$ cat src/rtl/shift_seq_if.sv
// Request/result handshake bundle for the sequential 32-bit right shifter.
interface shift_seq_if;
  logic        in_valid;
  logic        in_ready;
  logic [31:0] in_a;
  logic [4:0]  in_amt;
  logic        in_sra;
  logic        in_rotate;
  logic        out_valid;
  logic        out_ready;
  logic [31:0] out_data;
  logic        busy;

  modport master (
    output in_valid, in_a, in_amt, in_sra, in_rotate, out_ready,
    input  in_ready, out_valid, out_data, busy
  );

  modport slave (
    input  in_valid, in_a, in_amt, in_sra, in_rotate, out_ready,
    output in_ready, out_valid, out_data, busy
  );
endinterface

$ cat src/rtl/shift_seq_ctrl.sv
// Sequential 32-bit right shifter: applies the 16/8/4/2/1 barrel layers one per clock.
// Rotate mode is built only when SHIFT_SEQ_ROTATE_EN is defined.
module shift_seq_ctrl (
  input  logic       clk,
  input  logic       rst,
  shift_seq_if.slave bus
);

  typedef enum logic [1:0] {IDLE, SHIFT, DONE} state_e;

  state_e      state_q, state_d;
  logic [2:0]  lyr_q, lyr_d;
  logic [4:0]  amt_q, amt_d;
  logic        fill_q, fill_d;
  logic [31:0] work_q, work_d;
  logic [31:0] out_data_q, out_data_d;
  logic [31:0] layer_res;
`ifdef SHIFT_SEQ_ROTATE_EN
  logic        rot_q, rot_d;
`else
  logic        unused_rot;
  assign unused_rot = bus.in_rotate;
`endif

  // One layer of width 2^l: shift in the latched fill bit, or wrap the low bits around.
`ifdef SHIFT_SEQ_ROTATE_EN
  function automatic logic [31:0] shift_layer(input logic [31:0] w, input logic [2:0] l,
                                              input logic fill, input logic rot);
`else
  function automatic logic [31:0] shift_layer(input logic [31:0] w, input logic [2:0] l,
                                              input logic fill);
`endif
    logic [5:0]  sh;
    logic [31:0] res;
    sh  = 6'd1 << l;
    res = (w >> sh) | ({32{fill}} & ~(32'hFFFF_FFFF >> sh));
`ifdef SHIFT_SEQ_ROTATE_EN
    if (rot) res = (w >> sh) | (w << (6'd32 - sh));
`endif
    return res;
  endfunction

  always_comb begin
    state_d    = state_q;
    lyr_d      = lyr_q;
    amt_d      = amt_q;
    fill_d     = fill_q;
    work_d     = work_q;
    out_data_d = out_data_q;
`ifdef SHIFT_SEQ_ROTATE_EN
    rot_d      = rot_q;
    layer_res  = shift_layer(work_q, lyr_q, fill_q, rot_q);
`else
    layer_res  = shift_layer(work_q, lyr_q, fill_q);
`endif
    case (state_q)
      IDLE: begin
        if (bus.in_valid) begin
          work_d  = bus.in_a;
          amt_d   = bus.in_amt;
          fill_d  = bus.in_sra & bus.in_a[31];
`ifdef SHIFT_SEQ_ROTATE_EN
          rot_d   = bus.in_rotate;
`endif
          lyr_d   = 3'd4;
          state_d = SHIFT;
        end
      end
      SHIFT: begin
        if (amt_q[lyr_q]) work_d = layer_res;
        // Fixed five-layer walk; the last layer also lands the result.
        if (lyr_q == 3'd0) begin
          out_data_d = work_d;
          state_d    = DONE;
        end else begin
          lyr_d = lyr_q - 3'd1;
        end
      end
      DONE: begin
        if (bus.out_ready) state_d = IDLE;
      end
      default: state_d = IDLE;
    endcase
  end

  always_comb begin
    bus.in_ready  = (state_q == IDLE);
    bus.out_valid = (state_q == DONE);
    bus.busy      = (state_q != IDLE);
    bus.out_data  = out_data_q;
  end

  always_ff @(posedge clk or posedge rst) begin
    if (rst) begin
      state_q    <= IDLE;
      lyr_q      <= 3'd0;
      amt_q      <= 5'd0;
      fill_q     <= 1'b0;
      work_q     <= 32'h0;
      out_data_q <= 32'h0;
`ifdef SHIFT_SEQ_ROTATE_EN
      rot_q      <= 1'b0;
`endif
    end else begin
      state_q    <= state_d;
      lyr_q      <= lyr_d;
      amt_q      <= amt_d;
      fill_q     <= fill_d;
      work_q     <= work_d;
      out_data_q <= out_data_d;
`ifdef SHIFT_SEQ_ROTATE_EN
      rot_q      <= rot_d;
`endif
    end
  end

endmodule

$ cat src/flat_wrapper.sv
// flat-port wrapper written by rule: the top's interface ports become plain ports
module shift_seq_ctrl_flat 
  (clk, rst, bus_in_valid, bus_in_a, bus_in_amt, bus_in_sra, bus_in_rotate, bus_out_ready, bus_in_ready, bus_out_valid, bus_out_data, bus_busy);
  shift_seq_if bus_i ();
  input  logic clk;
  input  logic rst;
  input wire logic [$bits(bus_i.in_valid)-1:0] bus_in_valid;
  input wire logic [$bits(bus_i.in_a)-1:0] bus_in_a;
  input wire logic [$bits(bus_i.in_amt)-1:0] bus_in_amt;
  input wire logic [$bits(bus_i.in_sra)-1:0] bus_in_sra;
  input wire logic [$bits(bus_i.in_rotate)-1:0] bus_in_rotate;
  input wire logic [$bits(bus_i.out_ready)-1:0] bus_out_ready;
  output wire logic [$bits(bus_i.in_ready)-1:0] bus_in_ready;
  output wire logic [$bits(bus_i.out_valid)-1:0] bus_out_valid;
  output wire logic [$bits(bus_i.out_data)-1:0] bus_out_data;
  output wire logic [$bits(bus_i.busy)-1:0] bus_busy;
  assign bus_i.in_valid = bus_in_valid;
  assign bus_i.in_a = bus_in_a;
  assign bus_i.in_amt = bus_in_amt;
  assign bus_i.in_sra = bus_in_sra;
  assign bus_i.in_rotate = bus_in_rotate;
  assign bus_i.out_ready = bus_out_ready;
  assign bus_in_ready = bus_i.in_ready;
  assign bus_out_valid = bus_i.out_valid;
  assign bus_out_data = bus_i.out_data;
  assign bus_busy = bus_i.busy;
  shift_seq_ctrl u_core (.clk(clk), .rst(rst), .bus(bus_i));
endmodule
$ cat config.mk
export PLATFORM = sky130hd
export DESIGN_NAME = shift_seq_ctrl_flat
export DESIGN_NICKNAME = d
export VERILOG_FILES = /design/src/rtl/shift_seq_if.sv /design/src/rtl/shift_seq_ctrl.sv /design/src/flat_wrapper.sv
export SDC_FILE = /design/constraint.sdc
export NUM_CORES = 1
export LEC_CHECK = 0
export CAP_MARGIN = 20
export CELL_PAD_IN_SITES_DETAIL_PLACEMENT = 0
export CELL_PAD_IN_SITES_GLOBAL_PLACEMENT = 1
export CORE_MARGIN = 10
export CORE_UTILIZATION = 53
export DETAILED_ROUTE_END_ITERATION = 16
export DONT_BUFFER_PORTS = 1
export PLACE_DENSITY_LB_ADDON = 0.3
export SETUP_SLACK_MARGIN = 0.4
export SLEW_MARGIN = 5
export SYNTH_ARGS = -nofsm -noshare
export SYNTH_HDL_FRONTEND = slang
export SYNTH_SLANG_ARGS = --single-unit
export TNS_END_PERCENT = 1
$ cat constraint.sdc
create_clock -name clk -period 3.8 [get_ports clk]
set_clock_uncertainty 0.05 [all_clocks]
set_input_delay 0.19 -clock clk [delete_from_list [all_inputs] [get_ports clk]]
set_output_delay 0.19 -clock clk [all_outputs]
set_load 0.01 [all_outputs]
# Yosys cells after proc, flatten, opt, wreduce, memory -nomap -nowiden
# Cells that the tools add are included.
# totals
wordCells,42
reg_bits,75
out_inout_bits,35
# op_classes
reduce_logical,9
eq_ne,6
bitwise,4
order_cmp,1
shifts,3
muxes,12
n_addsub,1
# ops
op,n
32-bit 2-to-1 mux,2
32-bit case mux with 2 select lines,1
32-bit AND,1
32-bit inverter,1
32-bit OR,1
32-bit by 6-bit right shift with 32-bit output,1
32-bit by 6-bit right shift with 32-bit output (first input constant),1
2-bit 2-to-1 mux,3
3-bit 2-to-1 mux,2
2-bit != test (second input constant),3
2-bit case mux with 3 select lines,1
3-bit case mux with 2 select lines,1
2-bit AND reduction,3
3-bit AND reduction,2
1-bit by 3-bit << shifter with 6-bit output (first input constant),1
3-bit by 4-bit < comparator with 1-bit output (second input constant),1
2-bit nonzero test,2
1-bit binary-select mux with 3-bit select,1
3-bit logical NOT,1
3-bit by 1-bit subtractor with 3-bit output (second input constant),1
2-bit by 1-bit == test with 1-bit output (second input constant),1
2-bit == test (second input constant),1
2-bit logical NOT,1
2-bit by 1-bit != test with 1-bit output (second input constant),1
other kinds (2),2

# Longest topological paths before layout
# Gate-level depths: netlist (run 1).
# depth
word_depth,7
mapped_depth,12
ltp_nobuf,8

# Worst setup path after synthesis (run 1)
# Ideal clock, no wire load.
# synth_timing
path_type,flip-flop to flip-flop
startpoint,register u_core.lyr_q[1]
endpoint,register u_core.work_q[13]
setup_ns,0.140
arrival_time_ns,2.242
stages_incl_launch_ff,12
slack_ns,1.368
cell_sequence,dfrtp_1 inv_1 ha_1 buf_6 buf_8 buf_6 mux2i_2 o32ai_2 a211oi_2 o2bb2ai_1 o41ai_2 o211ai_1
# synth_via
elab_chain_len,7
elab_cells_between_ends,10
# synth_lines
item,line,source
"start, declared",shift_seq_ctrl.sv:12,"logic [2:0] lyr_q, lyr_d;"
"start signal, assigned",shift_seq_ctrl.sv:106,lyr_q <= lyr_d;
1-bit by 3-bit << shifter with 6-bit output,shift_seq_ctrl.sv:35,sh = 6'd1 << l;
32-bit by 6-bit right shift with 32-bit output,shift_seq_ctrl.sv:36,res = (w >> sh) | ({32{fill}} & ~(32'hFFFF_FFFF >> sh));
32-bit inverter,shift_seq_ctrl.sv:36,
32-bit AND,shift_seq_ctrl.sv:36,
32-bit OR,shift_seq_ctrl.sv:36,
32-bit 2-to-1 mux (*),shift_seq_ctrl.sv:70,if (amt_q[lyr_q]) work_d = layer_res;
32-bit case mux with 2 select lines (*),shift_seq_ctrl.sv:56,case (state_q)
"end signal, assigned",shift_seq_ctrl.sv:109,work_q <= work_d;
"end, declared",shift_seq_ctrl.sv:15,"logic [31:0] work_q, work_d;"
# Every way passes the cells marked *; elsewhere a longest branch is shown, timed or not. The select of a mux whose other input is x is not followed.
# A chain may end at the register's enable or synchronous reset.

# Worst setup path in the final report (run 1)
# layout_timing
startpoint,register u_core.lyr_q[1]
endpoint,register u_core.out_data_q[2] (netlist: u_core.bus.out_data[2])
# layout_via
elab_chain_len,6
elab_cells_between_ends,11
# layout_lines
item,line,source
1-bit by 3-bit << shifter with 6-bit output,shift_seq_ctrl.sv:35,
32-bit by 6-bit right shift with 32-bit output,shift_seq_ctrl.sv:36,
32-bit inverter,shift_seq_ctrl.sv:36,
32-bit AND,shift_seq_ctrl.sv:36,
32-bit OR,shift_seq_ctrl.sv:36,
32-bit 2-to-1 mux,shift_seq_ctrl.sv:70,
"end signal, assigned",shift_seq_ctrl.sv:110,out_data_q <= out_data_d;
"end, declared",shift_seq_ctrl.sv:16,"logic [31:0] out_data_q, out_data_d;"
# Several ways; a longest one is shown, not always the timed one. The select of a mux whose other input is x is not followed.

==> flow_metrics.tcl, run 1 <==
set metrics [dict create \
    drt_pass1_iterations 7 \
    htreeDepth 3 \
    synth_fp_nets 762 \
    start_util 0.551 \
    areaGrowthSynthToFinish_pct 12.1 \
    gr-total-overflow 0 \
    outcome "finished clean" \
    cp-start-kind "flop" \
    grt-busiest-layer "met2" \
    drtIter0Drc 669 \
    drive_gt1_frac 0.128 \
    reg2reg_from "u_core.lyr_q[1]$_DFFE_PP0P_" \
    endpoint_kind "flop" \
    finalHoldViolCount 0 \
    min_path_type "in -> reg" \
    criticalPathCategory "reg -> reg" \
    antenna_found_initial 1 \
    fp-row-count 38 \
    cts_tree "yes" \
    clk_latency_ns 0.35 \
    cp_cell_sequence "inv_1 > ha_2 > nor3b_2 > a22oi_1 > o211ai_1 > a32o_1 > a31oi_1 > mux2_2" \
    critPathRequiredTime_ns 3.99 \
    async_reset_ff_frac 1.00 \
    routed_via_density 7.19 \
    yosys_warnings 0 \
    clkTransAtPathRegs_ns 0.06 \
    track_usage 0.284 \
    relSlewSlack 0.437 \
    ys.flop_type "dfrtp_1" \
    fin_nets 768 \
    drc 0 \
    power.density_mw_per_mm2 1170 \
    synth_top_area_cell "dfrtp_1" \
    portBuffers 0 \
    grt_util_met2 0.433 \
    setup_violations 0 \
    finalCritPeriodShare 0.879 \
    worstMarginPinSlew_ns 0.841 \
    core_area_sq_mm 0.0110 \
    synth_edf_count 0 \
    cts_inserted_buffers 9 \
    cts_root_buffer "clkbuf_16" \
    synth-seq-area-share 0.310 \
    finalMaxSlewViolations 0 \
    grtUsageMet1 0.355 \
    grt_pass1_wl_mm 35.8 \
    fillers 925 \
    cp-startpoint "u_core.lyr_q[1]$_DFFE_PP0P_" \
    yosysTopAreaCellShare 0.310 \
    syn_area_sq_mm 0.00605 \
    p_total_mw 7.95 \
    io_pins 78 \
    synth_cell_types 85 \
    synth_area_leaders "dfrtp_1 31%, nand2_1 6.6%, mux2i_1 4.8%" \
    min_period_ns 3.34 \
    die_h_microns 127 \
    die_width_microns 127 \
    power_leakage_nw 2.76 \
    avgSynthCellArea_sq_um 8.52 \
    grt_pass1_vias 6061 \
    fmax_ghz 0.300 \
    holdCritStartpoint "bus_in_a[3]" \
    wl_per_cell_microns 27.4 \
    routed_wl_mm 23.6 \
    gp_congestion 1.04 \
    crit_fanout 12 \
    post-cts-setup-buffers 0 \
    clockBufferDepth 2 \
    ant_nets 0 \
    grt_max_degree 55 \
    synth-seq-cells 75 \
    ir_worst_vdd_mv 0.881 \
    cpPeakStageDelay_ns 0.76 \
    clock_sinks 75 \
    setup_tns_ns 0 \
    syn_inst 710 \
    critPathSlowestCell "nor3b_2" \
    rsz0062_at_grt "true" \
    die_area_sq_mm 0.0161 \
    place_hpwl_mm 17.4 \
    num_vias 6202 \
    arrival_ns 3.53 \
    grt_util_met3 0.0908 \
    max-cap-violations 0 \
]
[worst max-delay path: cells and delay by family, from the launching register on]
| kind | cells | cell delay [ns] |
|---|---|---|
| AO/OA/AOI/OAI | 4 | 0.94 |
| AND/OR/NAND/NOR | 1 | 0.76 |
| flip-flops | 1 | 0.49 |
| adder cells (fa/ha/maj) | 1 | 0.45 |
| multiplexers | 1 | 0.29 |
| buffers and inverters | 1 | 0.23 |
[layout by cell type (no fill, tap or decap), drive strengths merged, types with 12 or more instances in the layout]
cell type and n:
a21oi 31, a22oi 36, buf 31, dfrtp 75, dlygate4sd3 35, inv 22
mux2i 30, mux4 12, nand2 106, nor2 37, o211ai 15, o21ai 73
o22ai 14
[metal layers]
metal / part of all wire / vias up
met4: 0.048 / 0
met5: 0 / -
met1: 0.40 / 3043
li1: - / 2694
met2: 0.45 / 384
met3: 0.10 / 81
[metrics by stage]
stage	cells	utilization	area (sq um)	hold slack (ns)	setup slack (ns)
2_1_floorplan	710	-	6050	0.245	1.37
3_3_place_gp	810	0.556	6110	0.161	0.590
3_5_place_dp	810	0.556	6110	0.179	0.537
4_1_cts	861	0.616	6770	0.00185	0.531
5_1_grt	862	0.617	6780	0.0210	0.342
6_report	862	0.617	6780	0.00645	0.462
[state kept, by name, indices dropped and copies added (netlist names)]
register             flops
u_core.bus.out_data     32
u_core.fill_q            1
u_core.lyr_q             3
u_core.state_q           2
u_core.work_q           32
u_core.amt_q             5
[power breakdown]
group | switching [mW] | internal (mW) | total (mW)
clock network | 0.378 | 0.520 | 0.898
logic | 3.22 | 1.91 | 5.13
registers | 0.733 | 1.19 | 1.93
[cells in the mapped netlist, types with 4 or more instances]
library cell	number
nor4_1	5
o2111ai_1	5
a22oi_1	35
o31ai_1	10
a22o_1	6
nand2_1	106
and2_1	5
a211oi_1	4
a21oi_1	30
nor2_1	36
buf_2	16
inv_1	18
nand3_1	11
nor2b_1	10
nor3b_1	4
a32oi_1	7
buf_6	6
a221o_1	6
o211ai_1	15
o22ai_1	14
ha_1	9
o21ai_0	49
o221ai_1	5
a21o_1	4
o21ai_1	23
buf_4	7
dfrtp_1	75
mux4_2	12
a2bb2oi_1	6
a31oi_1	11
nor3_1	5
mux2i_1	29
clkbuf_1	39
mux2_2	4
nand2b_1	10
[cells by family (layout without fill, tap and decap cells)]
family,Yosys count,count (layout),share of synthesized area
buf+inv,90,101,0.0728
flops,75,75,0.310
other cells,0,1,0
compound gates,273,273,0.320
simple gates,217,217,0.175
mux,46,46,0.102
fa+ha+maj,9,9,0.0186
[area by class of cell]
cell class / count / area, sq um / area share
antenna: 1 / 2.50 / 0.000369
clock buffer: 9 / 225 / 0.0332
clock inverter: 7 / 81.3 / 0.0120
inverter: 19 / 72.6 / 0.0107
multi-input combinational: 545 / 3750 / 0.553
sequential: 75 / 1880 / 0.277
tap: 140 / 175 / 0.0258
timing repair buffer: 66 / 596 / 0.0879
[worst paths after layout]
path / end / slack, ns / depth (start not counted)
setup / recovery: u_core.bus.out_data[2]$_DFFE_PP0P_ / 0.46 / 8
hold / removal: u_core.work_q[3]$_DFFE_PP0P_ / 0.006 / 2
setup reg to reg: u_core.bus.out_data[2]$_DFFE_PP0P_ / 0.46 / 8
hold reg to reg: u_core.amt_q[4]$_DFFE_PP0P_ / 0.43 / 2
max in group asynchronous: u_core.work_q[20]$_DFFE_PP0P_ / 2.48 / 3
min in group asynchronous: u_core.bus.out_data[26]$_DFFE_PP0P_ / 0.36 / 2
[repair_timing]
item	in CTS	in global routing
resized for setup	0	1
endpoints found under the setup margin	0	9
hold endpoints to repair	77	0
hold buffers	35	0
Note: power is estimated with default switching activity, not from simulation.
==> run 2: changes to the inputs <==
==> constraint.sdc (replaced) <==
create_clock -name clk -period 3.8 [get_ports clk]
set_clock_uncertainty 0.05 [all_clocks]
set_input_delay 0.57 -clock clk [delete_from_list [all_inputs] [get_ports clk]]
set_output_delay 0.57 -clock clk [all_outputs]
set_load 0.01 [all_outputs]
==> run 2 against run 1 <==
Against the previous run: power down 0.87%; worst setup slack better by 0.059 ns; design area down 5.3%.
==> flow_metrics.tcl, run 2 (synthesis results as in run 1) <==
set metrics [dict create \
    outcome "finished clean" \
    die_area_sq_mm 0.0161 \
    fmax_ghz 0.305 \
    areaGrowthSynthToFinish_pct 6.17 \
    crit_family "compound AO/OA/AOI/OAI gates" \
    cp-start-kind "flop" \
    place_hpwl_mm 17.6 \
    fp-row-count 38 \
    sequentialPowerShare 0.248 \
    wl_per_cell_microns 28.0 \
    gp_congestion 1.02 \
    cpPeakStageDelay_ns 0.48 \
    critPathSlowestCell "dfrtp_1" \
    clkTransAtPathRegs_ns 0.06 \
    finalMaxSlewViolations 0 \
    num_vias 6007 \
    htreeDepth 3 \
    cts_tree "yes" \
    criticalPathCategory "reg -> reg" \
    max-cap-violations 0 \
    ant_nets 0 \
    ir_worst_vdd_mv 0.944 \
    cts_hold_buffers 0 \
    worstMarginPinSlew_ns 0.874 \
    start_util 0.551 \
    cts_root_buffer "clkbuf_16" \
    die_h_microns 127 \
    drive_gt1_frac 0.138 \
    crit_fanout 29 \
    clk_latency_ns 0.36 \
    relSlewSlack 0.417 \
    worst-path-buf-inv 2 \
    drtIter0Drc 808 \
    io_pins 78 \
    grt_pass1_wl_mm 35.5 \
    min_path_type "in -> async" \
    rsz0062_at_grt "false" \
    antenna_found_initial 0 \
    grt_max_degree 55 \
    p_total_mw 7.89 \
    layout_commonest_cell "nand2_1" \
    power.density_mw_per_mm2 1230 \
    fillers 1000 \
    portBuffers 0 \
    place_ws_ns 0.666 \
    critPathRequiredTime_ns 3.98 \
    antenna_cells 0 \
    core_area_sq_mm 0.0110 \
    drt_pass1_iterations 6 \
    min_period_ns 3.28 \
    routed_wl_mm 23.2 \
    routed_via_density 7.26 \
    cp_cell_sequence "inv_1 > ha_2 > buf_4 > mux2_2 > o2bb2a_1 > o2111ai_1 > o2bb2ai_1 > nor3_1 > o21ai_1" \
    setup_violations 0 \
    grt_pass1_vias 5837 \
    clockBufferDepth 2 \
    setup_tns_ns 0 \
    p_comb_frac 0.637 \
    clock_sinks 75 \
    die_width_microns 127 \
    cts_inserted_buffers 9 \
    track_usage 0.279 \
    power.internal_mw 3.58 \
    p_sw_mw 4.31 \
    clockPowerShare 0.115 \
    gr-total-overflow 0 \
    p_sw_frac 0.547 \
    endpoint_kind "flop" \
    finalHoldViolCount 0 \
    drc 0 \
    arrival_ns 3.46 \
    finalCritPeriodShare 0.863 \
    fin_nets 734 \
    final_cell_mix "105 x nand2_1, 75 x dfrtp_1, 49 x o21ai_0" \
    fin_ws_ns 0.521 \
    power_leakage_nw 2.62 \
]
==> run 2: path summary, 6_finish.rpt <==
kind | cells after the start | end | slack (ns) | start
worst min register to register | 2 | u_core.amt_q[4]$_DFFE_PP0P_ | 0.42 | u_core.amt_q[4]$_DFFE_PP0P_
worst min-delay path | 1 | u_core.bus.out_data[31]$_DFFE_PP0P_ | 0.17 | rst
min in group clk | 2 | u_core.work_q[27]$_DFFE_PP0P_ | 0.26 | bus_in_a[27]
worst max-delay path | 9 | u_core.work_q[7]$_DFFE_PP0P_ | 0.52 | u_core.lyr_q[1]$_DFFE_PP0P_
worst max register to register | 9 | u_core.work_q[7]$_DFFE_PP0P_ | 0.52 | u_core.lyr_q[1]$_DFFE_PP0P_
max in group asynchronous | 2 | u_core.amt_q[3]$_DFFE_PP0P_ | 2.68 | rst
==> run 2: what timing repair did <==
action                     in CTS  in global routing
setup endpoints to repair       0                  1
setup buffers                   0                  0
resized for setup               0                  2
==> run 2: through the flow <==
step	cells	utilization	hold slack [ns]	instance area, sq um
after CTS	827	0.584	0.203	6410
after floorplan	710	-	0.388	6050
after global placement	811	0.556	0.405	6100
after global routing	827	0.585	0.232	6420
final	827	0.585	0.166	6420
after detailed placement	811	0.556	0.405	6100
==> run 2: power groups by stage <==
stage / Clock [mW] / Sequential [mW] / Combinational, mW
finish: 0.904 / 1.96 / 5.02
global route: 0.945 / 1.99 / 5.38
CTS: 0.910 / 1.93 / 4.89
detailed placement: 0 / 1.94 / 4.86
global placement: 0 / 1.92 / 4.79
floorplan: 0 / 1.54 / 3.75
==> run 2: layout make-up <==
class / instances / area, sq um / share of cell area
multi-input combinational: 545 / 3750 / 0.584
sequential: 75 / 1880 / 0.292
timing repair buffer: 32 / 240 / 0.0374
clock buffer: 9 / 225 / 0.0351
tap: 140 / 175 / 0.0273
clock inverter: 7 / 81.3 / 0.0127
inverter: 19 / 72.6 / 0.0113
==> run 2: routing by layer <==
layer,global-route usage,vias to the layer above,wire length [microns]
met3,0.0850,67,2410
met4,0.110,0,892
met2,0.427,366,10700
met5,0,-,0
li1,-,2630,-
met1,0.360,2944,9230
==> run 3: changes to the inputs <==
Settings changed: RECOVER_POWER set to 100, SETUP_SLACK_MARGIN 0.4 to not set.
==> run 3 against run 2 <==
Against the previous run: the flow now finishes with violations (capacitance limit, slew limit); power down 1.1%; via count about the same; routed wire length about the same; worst setup slack worse by 0.11 ns; register-to-register slack worse by 0.11 ns; first-iteration DRC count down 3.8%; core utilization down 0.43 points; non-clock buffer count unchanged; critical path depth unchanged; sequential share of layout area up 0.22 points; fmax down 3.3%; clock-buffer cell count unchanged; largest cell class unchanged; highest routed layer unchanged.
==> flow_metrics.tcl, run 3 (synthesis results as in run 1) <==
set metrics [dict create \
    outcome "finished with violations" \
    violations "capacitance limit, slew limit" \
    fin_nets 734 \
    rsz0062_at_grt "false" \
    fillers 1015 \
    final_cell_mix "106 x nand2_1, 75 x dfrtp_1, 68 x o21ai_0" \
    finalMaxSlewViolations 112 \
    holdCritStartpoint "bus_in_a[27]" \
    drtIter0Drc 777 \
    min_period_ns 3.39 \
    endpoint_kind "flop" \
    grt_pass1_vias 5837 \
    cts_resized 0 \
    cp_cell_sequence "inv_1 > ha_1 > buf_4 > mux2_1 > o2bb2a_1 > o2111ai_1 > o2bb2ai_1 > nor3_1 > o21ai_0" \
    drc 0 \
    criticalPathCategory "reg -> reg" \
    stdcell_count 827 \
    start_util 0.551 \
    io_pins 78 \
    clk_latency_ns 0.36 \
    fin_area_sq_mm 0.00637 \
    die_area_sq_mm 0.0161 \
    ant_nets 0 \
    arrival_ns 3.56 \
    antenna_cells 0 \
    fp-row-count 38 \
    routed_via_density 7.27 \
    dpl_cell_area_sq_mm 0.00610 \
    track_usage 0.279 \
    cp-startpoint "u_core.lyr_q[1]$_DFFE_PP0P_" \
    drive_gt1_frac 0.124 \
    reg2reg_from "u_core.lyr_q[1]$_DFFE_PP0P_" \
    critPathSlowestCell "dfrtp_1" \
    die_h_microns 127 \
    min_path_type "in -> reg" \
    wl_per_cell_microns 28.1 \
    cts_root_buffer "clkbuf_16" \
    portBuffers 0 \
    grt_pass1_wl_mm 35.5 \
    post-cts-setup-buffers 0 \
    num_vias 6010 \
    cpPeakStageDelay_ns 0.49 \
    relSlewSlack -0.383 \
    clock_sinks 75 \
    finalCritPeriodShare 0.892 \
    grt_max_degree 55 \
    gr-total-overflow 0 \
    ir_worst_vdd_mv 0.998 \
    max-cap-violations 3 \
    core_area_sq_mm 0.0110 \
    cts_tree "yes" \
    power.density_mw_per_mm2 1220 \
    crit_fanout 29 \
    drt_pass1_iterations 8 \
    setup_tns_ns 0 \
    p_total_mw 7.80 \
    utilization 0.580 \
    cts_hold_buffers 0 \
    gp_congestion 1.02 \
    cp-start-kind "flop" \
    dpl.cell_count 811 \
    htreeDepth 3 \
    worstMarginPinSlew_ns 2.06 \
    areaGrowthSynthToFinish_pct 5.38 \
    clkTransAtPathRegs_ns 0.06 \
    fmax_ghz 0.295 \
    critPathRequiredTime_ns 3.97 \
    layout_commonest_cell "nand2_1" \
    antenna_found_initial 0 \
    die_width_microns 127 \
    clockBufferDepth 2 \
    finalHoldViolCount 0 \
    routed_wl_mm 23.2 \
    cts_inserted_buffers 9 \
    setup_violations 0 \
    place_hpwl_mm 17.6 \
    power_leakage_nw 2.60 \
]
## run 3: worst paths after layout
check | end | slack [ns] | cells after the start
worst max-delay path | u_core.work_q[7]$_DFFE_PP0P_ | 0.41 | 9
worst min-delay path | u_core.work_q[27]$_DFFE_PP0P_ | 0.26 | 2
worst max register to register | u_core.work_q[7]$_DFFE_PP0P_ | 0.41 | 9
worst min register to register | u_core.amt_q[4]$_DFFE_PP0P_ | 0.42 | 2
max in group asynchronous | u_core.amt_q[3]$_DFFE_PP0P_ | 1.02 | 2
min in group asynchronous | u_core.bus.out_data[27]$_DFFE_PP0P_ | 0.57 | 1
## run 3: stage by stage
stage	hold WS (ns)	setup WS (ns)
6_report	0.265	0.409
3_5_place_dp	0.405	0.666
5_1_grt	0.270	0.220
4_1_cts	0.203	0.634
2_1_floorplan	0.388	1.27
3_3_place_gp	0.405	0.662
## run 3: cell type report
class / count / area (sq um) / share of cell area
inverters: 19 / 72.6 / 0.0114
repair buffers: 32 / 230 / 0.0361
flip-flops and latches: 75 / 1880 / 0.295
well taps: 140 / 175 / 0.0275
clock inverters: 7 / 81.3 / 0.0128
clock buffers: 9 / 225 / 0.0353
multi-input cells: 545 / 3710 / 0.582
## run 3: critical path: cells and delay by family, from the launching register on
family,cells,cell delay [ns]
simple gates,1,0.30
fa+ha+maj,1,0.46
flops,1,0.49
buf+inv,2,0.66
compound gates,4,0.88
mux,1,0.39
## run 3: per-layer routing
layer,routed length [microns],global-route usage,vias up
met5,0,0,-
met4,879,0.110,0
met3,2520,0.0850,67
met2,10700,0.427,371
met1,9140,0.360,2942
li1,-,-,2630
## run 3: power breakdown
group | switching [mW] | internal [mW] | total [mW]
sequential | 0.764 | 1.19 | 1.96
clock | 0.384 | 0.520 | 0.904
combinational | 3.12 | 1.82 | 4.94
total | 4.26 | 3.54 | 7.80
